## config.mk

```make
export PLATFORM = sky130hd
export DESIGN_NAME = button_event_ctrl_flat
export DESIGN_NICKNAME = d
export VERILOG_FILES = /design/src/rtl/button_event_ctrl_if.sv /design/src/rtl/button_event_ctrl.sv /design/src/flat_wrapper.sv
export SDC_FILE = /design/constraint.sdc
export NUM_CORES = 1
export LEC_CHECK = 0
export CELL_PAD_IN_SITES_DETAIL_PLACEMENT = 1
export CELL_PAD_IN_SITES_GLOBAL_PLACEMENT = 1
export CORE_UTILIZATION = 52
export DETAILED_ROUTE_END_ITERATION = 10
export PLACE_DENSITY = 0.83
export RECOVER_POWER = 50
export SETUP_SLACK_MARGIN = 0.4
export SYNTH_ARGS = -nofsm -noshare
export SYNTH_HDL_FRONTEND = slang
export SYNTH_SLANG_ARGS = --single-unit
```

## constraint.sdc

```tcl
create_clock -name clk -period 7 [get_ports clk]
set_input_delay 2.1 -clock clk [delete_from_list [all_inputs] [get_ports clk]]
set_output_delay 2.1 -clock clk [all_outputs]
set_load 0.005 [all_outputs]
```

## src/rtl/button_event_ctrl_if.sv

```systemverilog
// Event port between the button front-end and the downstream control FSM.
// Master drives the event; slave accepts it with evt_ready.
interface button_event_ctrl_if #(
  parameter int ID_W = 2
);
  logic            evt_valid;
  logic            evt_ready;
  logic [ID_W-1:0] evt_id;
  logic [1:0]      evt_kind;

  modport master (output evt_valid, evt_id, evt_kind, input evt_ready);
  modport slave  (input evt_valid, evt_id, evt_kind, output evt_ready);
endinterface

```

## src/rtl/button_event_ctrl.sv

```systemverilog
// Pushbutton front-end: shared sample-tick prescaler, per-button debounce,
// press/release/long-press detection and round-robin event serialisation.
module button_event_ctrl #(
  parameter int N_BTN      = 4,
  parameter int TICK_DIV   = 50000,
  parameter int STABLE_CNT = 7,
  parameter int LONG_CNT   = 500
) (
  input  logic                    clk,
  input  logic                    rst,
  input  logic [N_BTN-1:0]        raw,
  output logic [N_BTN-1:0]        clean,
  output logic                    tick,
  output logic                    overflow,
  button_event_ctrl_if.master     evt
);

  localparam int ID_W = (N_BTN > 1) ? $clog2(N_BTN) : 1;
  localparam int PW   = $clog2(TICK_DIV);
  localparam int SW   = $clog2(STABLE_CNT + 1);
  localparam int LW   = $clog2(LONG_CNT + 1);

  typedef enum logic [1:0] {
    KIND_PRESS   = 2'b00,
    KIND_RELEASE = 2'b01,
    KIND_LONG    = 2'b10
  } kind_e;

  logic [PW-1:0]    pcnt;
  logic [SW-1:0]    scnt [N_BTN];
  logic [LW-1:0]    lcnt [N_BTN];

  logic [N_BTN-1:0] ev_press, ev_rel, ev_long;
  logic [N_BTN-1:0] pend_p, pend_r, pend_l;
  logic [N_BTN-1:0] clr_p, clr_r, clr_l;
  logic [N_BTN-1:0] any_pend;

  logic             valid_q;
  logic [ID_W-1:0]  id_q;
  kind_e            kind_q;
  logic [ID_W-1:0]  ptr;

  logic             free, found, load;
  logic [ID_W-1:0]  gnt_idx;
  kind_e            gnt_kind;
  logic [ID_W:0]    cand;
  logic             drop;

  assign evt.evt_valid = valid_q;
  assign evt.evt_id    = id_q;
  assign evt.evt_kind  = kind_q;

  always_ff @(posedge clk) begin
    if (rst) begin
      pcnt <= '0;
      tick <= 1'b0;
    end else begin
      tick <= (pcnt == PW'(TICK_DIV - 1));
      pcnt <= (pcnt == PW'(TICK_DIV - 1)) ? '0 : pcnt + 1'b1;
    end
  end

  // Events are decoded from the current state so they land on the same edge
  // as the clean / long-counter transition they describe.
  always_comb begin
    ev_press = '0;
    ev_rel   = '0;
    ev_long  = '0;
    for (int unsigned i = 0; i < N_BTN; i++) begin
      ev_press[i] = raw[i] & tick & ~clean[i] & (scnt[i] == SW'(STABLE_CNT - 1));
      ev_rel[i]   = clean[i] & ~raw[i];
      ev_long[i]  = clean[i] & raw[i] & tick & (lcnt[i] == LW'(LONG_CNT - 1));
    end
  end

  always_ff @(posedge clk) begin
    if (rst) begin
      clean <= '0;
      for (int unsigned i = 0; i < N_BTN; i++) begin
        scnt[i] <= '0;
        lcnt[i] <= '0;
      end
    end else begin
      for (int unsigned i = 0; i < N_BTN; i++) begin
        if (!raw[i]) begin
          scnt[i]  <= '0;
          lcnt[i]  <= '0;
          clean[i] <= 1'b0;
        end else begin
          if (tick && scnt[i] != SW'(STABLE_CNT))
            scnt[i] <= scnt[i] + 1'b1;
          if (ev_press[i])
            clean[i] <= 1'b1;
          if (clean[i] && tick && lcnt[i] != LW'(LONG_CNT))
            lcnt[i] <= lcnt[i] + 1'b1;
        end
      end
    end
  end

  assign any_pend = pend_p | pend_r | pend_l;
  assign free     = ~valid_q | evt.evt_ready;

  // Round-robin search starting at ptr; the first button with any pending
  // bit wins, then press > long > release within that button.
  always_comb begin
    found    = 1'b0;
    gnt_idx  = '0;
    cand     = '0;
    gnt_kind = KIND_PRESS;
    for (int unsigned off = 0; off < N_BTN; off++) begin
      cand = {1'b0, ptr} + (ID_W + 1)'(off);
      if (cand >= (ID_W + 1)'(N_BTN))
        cand = cand - (ID_W + 1)'(N_BTN);
      if (!found && any_pend[cand[ID_W-1:0]]) begin
        found   = 1'b1;
        gnt_idx = cand[ID_W-1:0];
      end
    end
    if (pend_p[gnt_idx])      gnt_kind = KIND_PRESS;
    else if (pend_l[gnt_idx]) gnt_kind = KIND_LONG;
    else                      gnt_kind = KIND_RELEASE;
  end

  assign load = free & found;

  always_comb begin
    clr_p = '0;
    clr_r = '0;
    clr_l = '0;
    if (load) begin
      case (gnt_kind)
        KIND_PRESS: clr_p[gnt_idx] = 1'b1;
        KIND_LONG:  clr_l[gnt_idx] = 1'b1;
        default:    clr_r[gnt_idx] = 1'b1;
      endcase
    end
  end

  assign drop = |((pend_p & ~clr_p) & ev_press)
              | |((pend_r & ~clr_r) & ev_rel)
              | |((pend_l & ~clr_l) & ev_long);

  always_ff @(posedge clk) begin
    if (rst) begin
      pend_p   <= '0;
      pend_r   <= '0;
      pend_l   <= '0;
      overflow <= 1'b0;
      valid_q  <= 1'b0;
      id_q     <= '0;
      kind_q   <= KIND_PRESS;
      ptr      <= '0;
    end else begin
      pend_p <= (pend_p & ~clr_p) | ev_press;
      pend_r <= (pend_r & ~clr_r) | ev_rel;
      pend_l <= (pend_l & ~clr_l) | ev_long;
      if (drop)
        overflow <= 1'b1;
      if (load) begin
        valid_q <= 1'b1;
        id_q    <= gnt_idx;
        kind_q  <= gnt_kind;
        ptr     <= (gnt_idx == ID_W'(N_BTN - 1)) ? '0 : gnt_idx + 1'b1;
      end else if (free) begin
        valid_q <= 1'b0;
      end
    end
  end

endmodule

```

## src/flat_wrapper.sv

```systemverilog
// flat-port wrapper written by rule: the top's interface ports become plain ports
module button_event_ctrl_flat 
#(
  parameter int N_BTN      = 4,
  parameter int TICK_DIV   = 50000,
  parameter int STABLE_CNT = 7,
  parameter int LONG_CNT   = 500
)
  (clk, rst, raw, clean, tick, overflow, evt_evt_valid, evt_evt_id, evt_evt_kind, evt_evt_ready);
  button_event_ctrl_if #(.ID_W(2)) evt_i ();
  input  logic clk;
  input  logic rst;
  input  logic [N_BTN-1:0] raw;
  output logic [N_BTN-1:0] clean;
  output logic tick;
  output logic overflow;
  output wire logic [$bits(evt_i.evt_valid)-1:0] evt_evt_valid;
  output wire logic [$bits(evt_i.evt_id)-1:0] evt_evt_id;
  output wire logic [$bits(evt_i.evt_kind)-1:0] evt_evt_kind;
  input wire logic [$bits(evt_i.evt_ready)-1:0] evt_evt_ready;
  assign evt_evt_valid = evt_i.evt_valid;
  assign evt_evt_id = evt_i.evt_id;
  assign evt_evt_kind = evt_i.evt_kind;
  assign evt_i.evt_ready = evt_evt_ready;
  button_event_ctrl #(.N_BTN(N_BTN), .TICK_DIV(TICK_DIV), .STABLE_CNT(STABLE_CNT), .LONG_CNT(LONG_CNT)) u_core (.clk(clk), .rst(rst), .raw(raw), .clean(clean), .tick(tick), .overflow(overflow), .evt(evt_i));
endmodule
```

==> summary.md <==
| Metric | Value |
|---|---|
| Status | `finished with violations` |
| Violated checks | `max-capacitance violations, max-slew violations` |
| Hold path cells | `2` |
| CTS clk-pin slew, worst paths | `0.09 ns` |
| Pwr Total | `979 uW` |
| Clock Tree Buf Depth | `2` |
| Complex-gate fraction of the synthesized area | `11.5%` |
| Worst Clk Skew | `0.00637 ns` |
| Switching component of the power | `235 uW` |
| Routed length on met3 | `296 um` |
| Drt pass-1 iters | `4` |
| R2R Path Start | `u_core.pend_l[1]` |
| Routed len/inst | `17.4 um` |
| Mapped Area | `4860 sq um` |
| Simple-gate share of the synthesized area | `24.5%` |
| Syn avg cell area | `9.58 sq um` |
| Multi-input logic area | `2410 sq um` |
| Setup_tns | `0 ns` |
| Synth warn | `0` |
| Net Sw Frac | `24.0%` |
| Worst setup margin | `2.13 ns` |
| Clock tree sinks | `89` |
| Most frequent cells in the layout | `nor2_1, edfxtp_1, dfxtp_1` |
| Area grow syn2layout | `9.19%` |
| Place WS | `2.32 ns` |
| Worst path cell trace | `dlygate4sd3_1, clkbuf_1, nor2b_1, nand4_1, nand2_1` |
| M1 WL | `4.94 mm` |
| Initial antenna violation count | `0` |
| Tcrit/Tclk final | `69.6%` |
| Fin Hold WS | `0.479 ns` |
| Multiplexer share of the synthesized area | `0%` |
| Num CTS Buffers | `9` |
| Die Wd | `98.7 um` |
| Pwr/cell area | `185 nW/um^2` |
| Slowest cell on crit path | `clkbuf_1` |
| Hold crit path type | `reg -> reg` |
| Worst-path maximum fanout | `37` |
| Startpoint Class | `input port` |
| Worst IR Drop VDD | `0.000102 V` |
| Clk root buf | `clkbuf_8` |
| Die area | `9730 sq um` |
| F_max | `205 MHz` |
| Routed vias/inst | `5.92` |
| Relative slew slack | `-15.3%` |
| Fin nets | `554` |
| Postcts setup bufs | `0` |
| Wire length on met2 | `5.73 mm` |
| Hold_sp | `u_core.evt.evt_id[1]` |
| GR Overflow Total | `0` |
| Antenna viol nets, final | `0` |
| Req. time, crit path | `7.04 ns` |
| GRT Util Overall | `24.5%` |
| Share of cells above drive strength 1 | `7.56%` |
| Clock Latency Late Sink | `0.37 ns` |
| Largest stage delay, worst path | `1.24 ns` |
| Fin. Hold Viols | `0` |
| Sequential share of power | `59.1%` |
| Largest net degree at the start of global routing | `38` |
| Fin crit period | `4.87 ns` |
| Vias | `3771` |
| Adder-cell area share of the yosys netlist | `6.13%` |
| Synth cell types | `63` |
| Asr flop ratio synth | `0%` |
| Rows | `34` |
| Largest family of logic cells by synthesized area | `simple AND/OR/NAND/NOR gates` |
| Pint | `744 uW` |
| Tightest Pin Transition | `1.73 ns` |
| Io pins | `18` |
| Antenna diodes | `0` |
| Leakage Power | `1.83 nW` |
| Detailed placement HPWL | `8.00 mm` |
| First-pass GRT wire length | `18.7 mm` |
| Reg2Reg Capture Point | `u_core.overflow` |
| Post-synth EDFFs | `48` |
| WP data arrival | `4.91 ns` |
| Register area | `2260 sq um` |
| Hold Path End | `u_core.evt.evt_id[1]` |
| H-tree Lvls | `3` |
| Leading cell type in the layout, fill and taps excluded | `nor2_1` |
| FF-to-FF path depth | `10` |
| Final wirelength | `11.1 mm` |
| DR top layer | `met4` |
| Crit path kind | `in -> reg` |
| Synth Flop Type | `edfxtp_1` |
| Initial DRC Count | `145` |
| # port buffers | `17` |
| Fillers | `1023` |
| Initial core utilization | `54.6%` |
| Combinational share of power | `3.9%` |
| Post-cts sizing count | `0` |
| Final Util | `59.7%` |
| Cells after synthesis | `507` |
| TritonCTS clock tree | `built` |
| XOR/XNOR Fraction of Synth Area | `7.39%` |
| Syn_nets | `537` |
| Vias in the first global route | `3828` |
| Crit end category | `flop` |
| Core Region | `8890 sq um` |
| CTS Hold Bufs | `0` |
| Reg2reg setup slack | `3.67 ns` |
| Final GP Congestion | `0.853` |
| Max cap viols | `1` |
| Seq/Total Area, Yosys | `46.6%` |
| Clk pwr share | `37.0%` |
| Height of the die | `98.7 um` |
| RSZ-0062 raised after global routing | `no` |
| Final Max Tran Viols | `38` |
| DRC | `0` |
| Synth Register Bits | `89` |
| Setup violations, final | `0` |
==> synthesized netlist by cell type, types with 3 or more instances <==
cell | count | area share [%]
xnor2_1 | 25 | 4.5
or2_2 | 4 | 0.51
nor4b_1 | 3 | 0.54
ha_1 | 23 | 5.9
nor4_1 | 5 | 0.64
edfxtp_1 | 48 | 30
nor3_1 | 9 | 0.93
inv_1 | 33 | 2.5
nor2b_1 | 4 | 0.51
nand4_1 | 15 | 1.9
o21ai_0 | 10 | 1.0
dfxtp_1 | 41 | 17
and2_1 | 3 | 0.39
nor2_1 | 90 | 7.0
and3_1 | 4 | 0.51
clkbuf_1 | 8 | 0.62
or3_1 | 5 | 0.64
nand2_1 | 36 | 2.8
nand3_1 | 29 | 3.0
o21a_1 | 4 | 0.62
nor3_4 | 3 | 1.0
a211oi_2 | 3 | 0.77
a21oi_1 | 18 | 1.9
a22oi_1 | 3 | 0.46
xor2_1 | 16 | 2.9
o31ai_1 | 4 | 0.62
nand2b_1 | 5 | 0.64
nor3b_1 | 9 | 1.4
a211oi_1 | 4 | 0.62
==> how the worst max path moves through the flow <==
stage	startpoint	to	slack [ns]	cells past startpoint
floorplan	evt_evt_ready	u_core.overflow	3.35	8
global placement	evt_evt_ready	u_core.overflow	2.49	8
detailed placement	evt_evt_ready	u_core.overflow	2.32	8
CTS	evt_evt_ready	u_core.overflow	2.70	8
global route	rst	u_core.lcnt[2][7]	1.75	5
finish	rst	u_core.lcnt[2][7]	2.13	5
==> logic make-up after synthesis <==
kind of cell / count (synthesis)
fa+ha+maj: 24
compound gates: 72
buf+inv: 47
simple gates: 234
xor+xnor: 41
flops: 89
==> layout make-up <==
cell class	instances	share of cell area, %
flip-flops and latches	89	42.6
repair buffers	18	3.28
multi-input cells	371	45.4
inverters	35	2.52
well taps	108	2.55
clock buffers	9	2.33
clock inverters	7	1.30
==> per-layer routing <==
layer / track usage (%) / up-vias
met2: 43.6 / 62
met5: 0 / -
met4: 9.07 / 0
met3: 2.98 / 11
met1: 30.7 / 1874
li1: - / 1824
==> sequential cells by signal, summed over array words and instances (netlist names), 2 cells and up <==
signal               flops
u_core.evt.evt_kind      2
u_core.scnt             12
u_core.evt.evt_id        2
u_core.clean             4
u_core.lcnt             36
u_core.pend_r            4
u_core.ptr               2
u_core.pend_l            4
u_core.pend_p            4
u_core.pcnt             16
==> per-stage QoR <==
step | cells | instance area [sq um]
2_1_floorplan | 507 | 4860
3_3_place_gp | 621 | 5120
3_5_place_dp | 621 | 5120
4_1_cts | 637 | 5310
5_1_grt | 637 | 5310
6_report | 637 | 5310
==> power groups by stage <==
stage          registers [mW]  clock network, mW  logic (mW)
2_1_floorplan           0.586                  0      0.0274
3_5_place_dp            0.591                  0      0.0389
5_1_grt                 0.581              0.386      0.0439
3_3_place_gp            0.589                  0      0.0369
6_report                0.579              0.362      0.0384
4_1_cts                 0.579              0.366      0.0395
==> critical path: cells and delay by family <==
kind	cells	cell delay, ns
buffers and inverters	2	1.76
AND/OR/NAND/NOR	3	1.04
Note: power is estimated with default switching activity, not from simulation.
==> RTL edit 1: new RTL, same flow settings <==
Make the reset (`rst`) asynchronous in 3 clocked blocks.
--- a/src/rtl/button_event_ctrl.sv
+++ b/src/rtl/button_event_ctrl.sv
@@ -50,7 +50,7 @@
   assign evt.evt_id    = id_q;
   assign evt.evt_kind  = kind_q;
 
-  always_ff @(posedge clk) begin
+  always_ff @(posedge clk or posedge rst) begin
     if (rst) begin
       pcnt <= '0;
       tick <= 1'b0;
@@ -73,7 +73,7 @@
     end
   end
 
-  always_ff @(posedge clk) begin
+  always_ff @(posedge clk or posedge rst) begin
     if (rst) begin
       clean <= '0;
       for (int unsigned i = 0; i < N_BTN; i++) begin
@@ -141,7 +141,7 @@
               | |((pend_r & ~clr_r) & ev_rel)
               | |((pend_l & ~clr_l) & ev_long);
 
-  always_ff @(posedge clk) begin
+  always_ff @(posedge clk or posedge rst) begin
     if (rst) begin
       pend_p   <= '0;
       pend_r   <= '0;
Function: same outputs for any inputs over 10 cycles, from zero or initial values and one cycle with rst high; that may be too few to reach the edited logic, so the function may still have changed.
==> RTL edit 1 against the unedited design <==
- final area rose by 0.68%
- first-iteration DRC count fell by 14%
- area after synthesis rose by 0.39%
- sequential cell count did not move
- routed wire length fell by 6.1%
- global-route usage fell by 0.72 points
- non-clock buffer count rose by 1
- maximum frequency rose by 15%
- critical endpoint is now u_core.overflow
- critical path depth rose by 2
- worst setup slack improved by 0.65 ns
- the run still ends with max-capacitance violations, max-slew violations left
- final cell count fell by 2.7%
Power is not compared: it rests on default switching activity, and its combinational part moved more than twofold at a synthesized area within 25%.
==> RTL edit 1: results (changes against the unedited design) <==
* Status: complete, but fails checks
* Failing checks: max-capacitance violations, max-slew violations
* Layout net count at 539 (-2.7%)
* Layout cells sized above 1 at 8.59% (+1.0 points)
* Worst skew pair latency at 0.37 ns (about the same)
* Clock Pin Slew Worst Setup and Hold Paths at 0.09 ns (about the same)
* Post-synthesis sequential area ratio at 45.7% (-0.90 points)
* Longest Clk Path Bufs at 2 (unchanged)
* Via/cell ratio at 5.77 (-2.5%)
* Vias in the first global route at 3869 (+1.1%)
* Setup Skew at 0.0130 ns (+0.00662 ns)
* CP Max Fanout at 20 (-46%)
* Root buffer cell: clkbuf_8
* Syn. warnings at 0 (unchanged)
* Initial antenna violation count at 0 (unchanged)
* Reg2reg start: u_core.pend_l[0]
* Routed len/inst at 16.8 um (-3.5%)
* Worst slew pin tran at 2.44 ns (+0.709 ns)
* Minimum clock period at 4.22 ns (-0.652 ns)
* IO buf count at 17 (unchanged)
* FF-to-FF setup slack at 4.19 ns (+0.52 ns)
* Sw frac at 36.5%
* Cell variety after synth at 57 (-9.5%)
* Max Cap Viol at 1 (unchanged)
* N_diodes at 0 (unchanged)
* Total GRT Usage at 23.8% (-0.72 points)
* Worst Reg-to-Reg Cells at 8 (-2)
* Commonest cells post-synth: dfrtp_1 (89), nand2_1 (47), inv_1 (36)
* Top flop regs: u_core.lcnt: 36 flops, u_core.pcnt: 16 flops, u_core.scnt: 12 flops
* Initial DRC Count at 125 (-14%)
* Area contributors post-synth: dfrtp_1 (46%), ha_1 (6.4%), xnor2_1 (5.7%), and2_1 (3.7%), nand2_1 (3.6%)
* Slew Viols, Final at 56 (+47%)
* PostCTS Resize Cnt at 0 (unchanged)
* Fillers at 997 (-2.5%)
* Largest net degree at the start of global routing at 56 (+47%)
* Synthesized Nets at 518 (-3.5%)
* DRT Pass-1 Iters at 4 (unchanged)
* Maximum VDD drop at 179 uV
* WHS Path Cells at 1 (-1)
* CP delay by family, top: buffers and inverters
* WP data arrival at 4.45 ns (-0.46 ns)
* CTS Buf Count at 9 (unchanged)
* Min-Delay Startpoint: u_core.pcnt[0]
* Placed Instance Area at 0.00516 mm2 (+0.78%)
* RePlAce Congestion at 0.811 (-4.9%)
* Final hold vios at 0 (unchanged)
* Min-delay worst type: register to register
* Worst R2R End: u_core.overflow
* H-tree depth at 3 (unchanged)
* First-pass GRT wire length at 18100 um (-3.1%)
* Ys async rst share at 100% (+100 points)
* Critical path's largest stage delay at 0.74 ns (-0.50 ns)
* # Post-CTS Setup Buffers at 0 (unchanged)
* Lkg Pwr at 2.32 nW
* Dpl ws at 2.92 ns (+0.599 ns)
* Endpoint, Worst Hold: u_core.pcnt[0]
* Slowest cell on the critical path: clkbuf_1
* HPWL after DPL at 7630 um (-4.7%)
[RTL edit 1: cell count changes in the layout (fill, tap and decap cells not counted), moves of 21 or more]
| cell | unedited run | this run |
|---|---|---|
| nor2_1 | 90 | 21 |
| edfxtp_1 | 48 | 0 |
| dfrtp_1 | 0 | 89 |
| nand3_1 | 29 | 8 |
| dfxtp_1 | 41 | 0 |
| and2_0 | 0 | 22 |
[RTL edit 1: stage by stage]
step / utilization, % / std cells / hold WS, ns
final: 60.1 / 620 / 0.467
after detailed placement: 58.0 / 604 / 0.457
after CTS: 60.1 / 620 / 0.469
after floorplan: - / 486 / 0.425
after global routing: 60.1 / 620 / 0.492
after global placement: 58.0 / 604 / 0.447
[RTL edit 1: final cells by class]
| cell class | count | area [um2] | area share, % |
|---|---|---|---|
| clock buffer | 11 | 151 | 2.83 |
| clock inverter | 5 | 37.5 | 0.703 |
| inverter | 37 | 140 | 2.62 |
| multi-input combinational | 351 | 2470 | 46.2 |
| sequential | 89 | 2230 | 41.7 |
| tap | 108 | 135 | 2.53 |
| timing repair buffer | 19 | 181 | 3.40 |
[RTL edit 1: kinds of logic after synthesis]
logic type,Yosys count,synth area share [%]
AND/OR/NAND/NOR,197,22.9
flip-flops,89,45.7
AO/OA/AOI/OAI,82,12.5
buffers and inverters,46,3.72
XOR/XNOR,38,6.82
adder cells (fa/ha/maj),25,6.41
multiplexers,9,1.92
[RTL edit 1: how the worst max path moves through the flow]
| stage | start | endpoint | cells past startpoint |
|---|---|---|---|
| after floorplan | rst | u_core.clean[0] | 1 |
| after global placement | raw[3] | u_core.overflow | 7 |
| after detailed placement | raw[3] | u_core.overflow | 7 |
| after CTS | u_core.tick | tick | 1 |
| after global routing | rst | u_core.clean[2] | 3 |
| final | evt_evt_ready | u_core.overflow | 7 |
[RTL edit 1: power by group through the flow]
stage | Combinational, mW | Sequential, mW | Clock (mW)
finish | 0.408 | 0.578 | 0.343
detailed placement | 0.411 | 0.588 | 0
global placement | 0.392 | 0.585 | 0
CTS | 0.413 | 0.578 | 0.351
global route | 0.448 | 0.583 | 0.373
floorplan | 0.307 | 0.579 | 0
[RTL edit 1: routing by layer]
layer | GRT usage (%) | vias to the layer above | share of wire (%)
met5 | 0 | - | 0
met4 | 9.99 | 0 | 2.4
met3 | 3.12 | 19 | 1.9
met2 | 41.2 | 52 | 50
met1 | 30.1 | 1782 | 45
li1 | - | 1724 | -
[RTL edit 1: worst register-to-register path: stages, from the launching register on]
cell and delay, ns:
dfrtp_1 0.47, or3_4 0.43, o2bb2ai_2 0.17, a21oi_2 0.34
mux2i_1 0.33, o21ba_2 0.24, a41oi_1 0.17, nor4_1 0.39
nand4_1 0.15
==> RTL edit 2: new RTL, config.mk and constraints unchanged <==
Without the edit above. `STABLE_CNT` is set to 7 in 2 places; all go to 9.
--- a/src/rtl/button_event_ctrl.sv
+++ b/src/rtl/button_event_ctrl.sv
@@ -3,7 +3,7 @@
 module button_event_ctrl #(
   parameter int N_BTN      = 4,
   parameter int TICK_DIV   = 50000,
-  parameter int STABLE_CNT = 7,
+  parameter int STABLE_CNT = 9,
   parameter int LONG_CNT   = 500
 ) (
   input  logic                    clk,
--- a/src/flat_wrapper.sv
+++ b/src/flat_wrapper.sv
@@ -3,7 +3,7 @@
 #(
   parameter int N_BTN      = 4,
   parameter int TICK_DIV   = 50000,
-  parameter int STABLE_CNT = 7,
+  parameter int STABLE_CNT = 9,
   parameter int LONG_CNT   = 500
 )
   (clk, rst, raw, clean, tick, overflow, evt_evt_valid, evt_evt_id, evt_evt_kind, evt_evt_ready);
Behaviour: no difference found for any inputs over 10 cycles, from zero or initial values and one cycle with rst high; that may be too few to reach the edited logic, so the function may still have changed.
==> RTL edit 2 against the unedited design <==
- sequential power up 5.0%
- routed wire length decreased by 4.6%
- synthesized cell count is 4.1% higher
- critical path type unchanged
- area after synthesis up 2.9%
- final area increased by 3.5%
- first-iteration DRC count shrank 24%
- combinational power up 14%
- non-clock buffer count unchanged
- power increased by 7.3%
- final cell count increased by 6.9%
- core utilization down 0.50 points
- worst setup slack gained 0.13 ns
- highest routed layer unchanged
- clock skew grew 0.0035 ns
- critical endpoint is now u_core.lcnt[2][4]
- sequential cell count rose by 4
==> RTL edit 2: results (changes against the unedited design) <==
* Max Cap Viol at 0 (-1)
* Row cnt at 35 (+2.9%)
* Initial DRC Count at 110 (-24%)
* Sw frac at 22.9% (-1.1 points)
* Reg power frac at 57.8% (-1.3 points)
* Dpl ws at 2.49 ns (+0.174 ns)
* Maximum VDD drop at 99.1 uV (-3.0%)
* Xor/xnor share of the synthesized area at 8.76% (+1.4 points)
* Met3 Usage GRT at 4.04% (+1.1 points)
* Cell variety after synth at 55 (-13%)
* Top flop regs: u_core.lcnt: 36 flops, u_core.pcnt: 16 flops, u_core.scnt: 16 flops
* GRT met1 Usage at 30.3% (-0.41 points)
* FF-to-FF setup slack at 3.59 ns (-0.08 ns)
* Critical path capture point: u_core.lcnt[2][4]
* Met1 wire length at 5020 um (+1.8%)
* Setup Skew at 0.00988 ns (+0.00351 ns)
* Synthesized Nets at 560 (+4.3%)
* Status: finished, final reports clean
* Layout cells sized above 1 at 6.16% (-1.4 points)
* HPWL after DPL at 7970 um (-0.35%)
* Compound-Gate Fraction of Synth Area at 7.86% (-3.7 points)
* Detailed-route via count at 3742 (-0.77%)
* Worst Reg-to-Reg Cells at 8 (-2)
* Met2 Usage GRT at 39.2% (-4.3 points)
* CP Max Fanout at 28 (-24%)
* Lkg Pwr at 1.99 nW (+8.9%)
* Critical path's largest stage delay at 0.95 ns (-0.29 ns)
* WP data arrival at 4.77 ns (-0.14 ns)
* Post-synth EDFFs at 52 (+8.3%)
* Endpoint, Worst Hold: u_core.evt.evt_id[1]
* Relative slew slack at 12.6% (+28 points)
* First-pass GRT wire length at 18100 um (-3.2%)
* Routed len/inst at 15.6 um (-11%)
* Layout net count at 579 (+4.5%)
* Minimum clock period at 4.74 ns (-0.134 ns)
* Commonest cells post-synth: nor2_1 (95), edfxtp_1 (52), nand2_1 (48)
* Total GRT Usage at 23.1% (-1.4 points)
* Synth Area in Adders at 6.46% (+0.33 points)
* Met3 wire length at 286 um (-3.4%)
* Post-synthesis sequential area ratio at 47.6% (+1.1 points)
* Clock Power Share at 38.0% (+1.0 points)
* RePlAce Congestion at 0.828 (-2.9%)
* Routed wl met2 at 5130 um (-10%)
* Area contributors post-synth: edfxtp_1 (31%), dfxtp_1 (16%), nor2_1 (7.1%), ha_1 (6.3%), xnor2_1 (5.1%)
* Vias in the first global route at 3865 (+0.97%)
==> RTL edit 2: cells by family (layout without fill, tap and decap cells) <==
logic type / Yosys count / in the layout
flops: 93 / 93
buf+inv: 48 / 72
compound gates: 54 / 54
fa+ha+maj: 26 / 26
simple gates: 257 / 257
xor+xnor: 50 / 50
==> RTL edit 2: area by class of cell <==
type	instances	area, um2
Fill cell	1074	3790
Multi-Input combinational cell	387	2410
Sequential cell	93	2380
Timing Repair Buffer	18	174
Clock buffer	11	163
Tap cell	129	161
Inverter	38	143
Clock inverter	5	63.8
==> RTL edit 2: stage by stage <==
stage,utilization (%),power (mW),std cells,cell area [um2],hold slack (ns)
floorplan,-,0.646,528,5000,0.418
global placement,56.8,0.659,665,5270,0.427
detailed placement,56.8,0.664,665,5270,0.450
CTS,59.2,1.06,681,5500,0.463
global route,59.2,1.09,681,5490,0.477
finish,59.2,1.05,681,5490,0.456
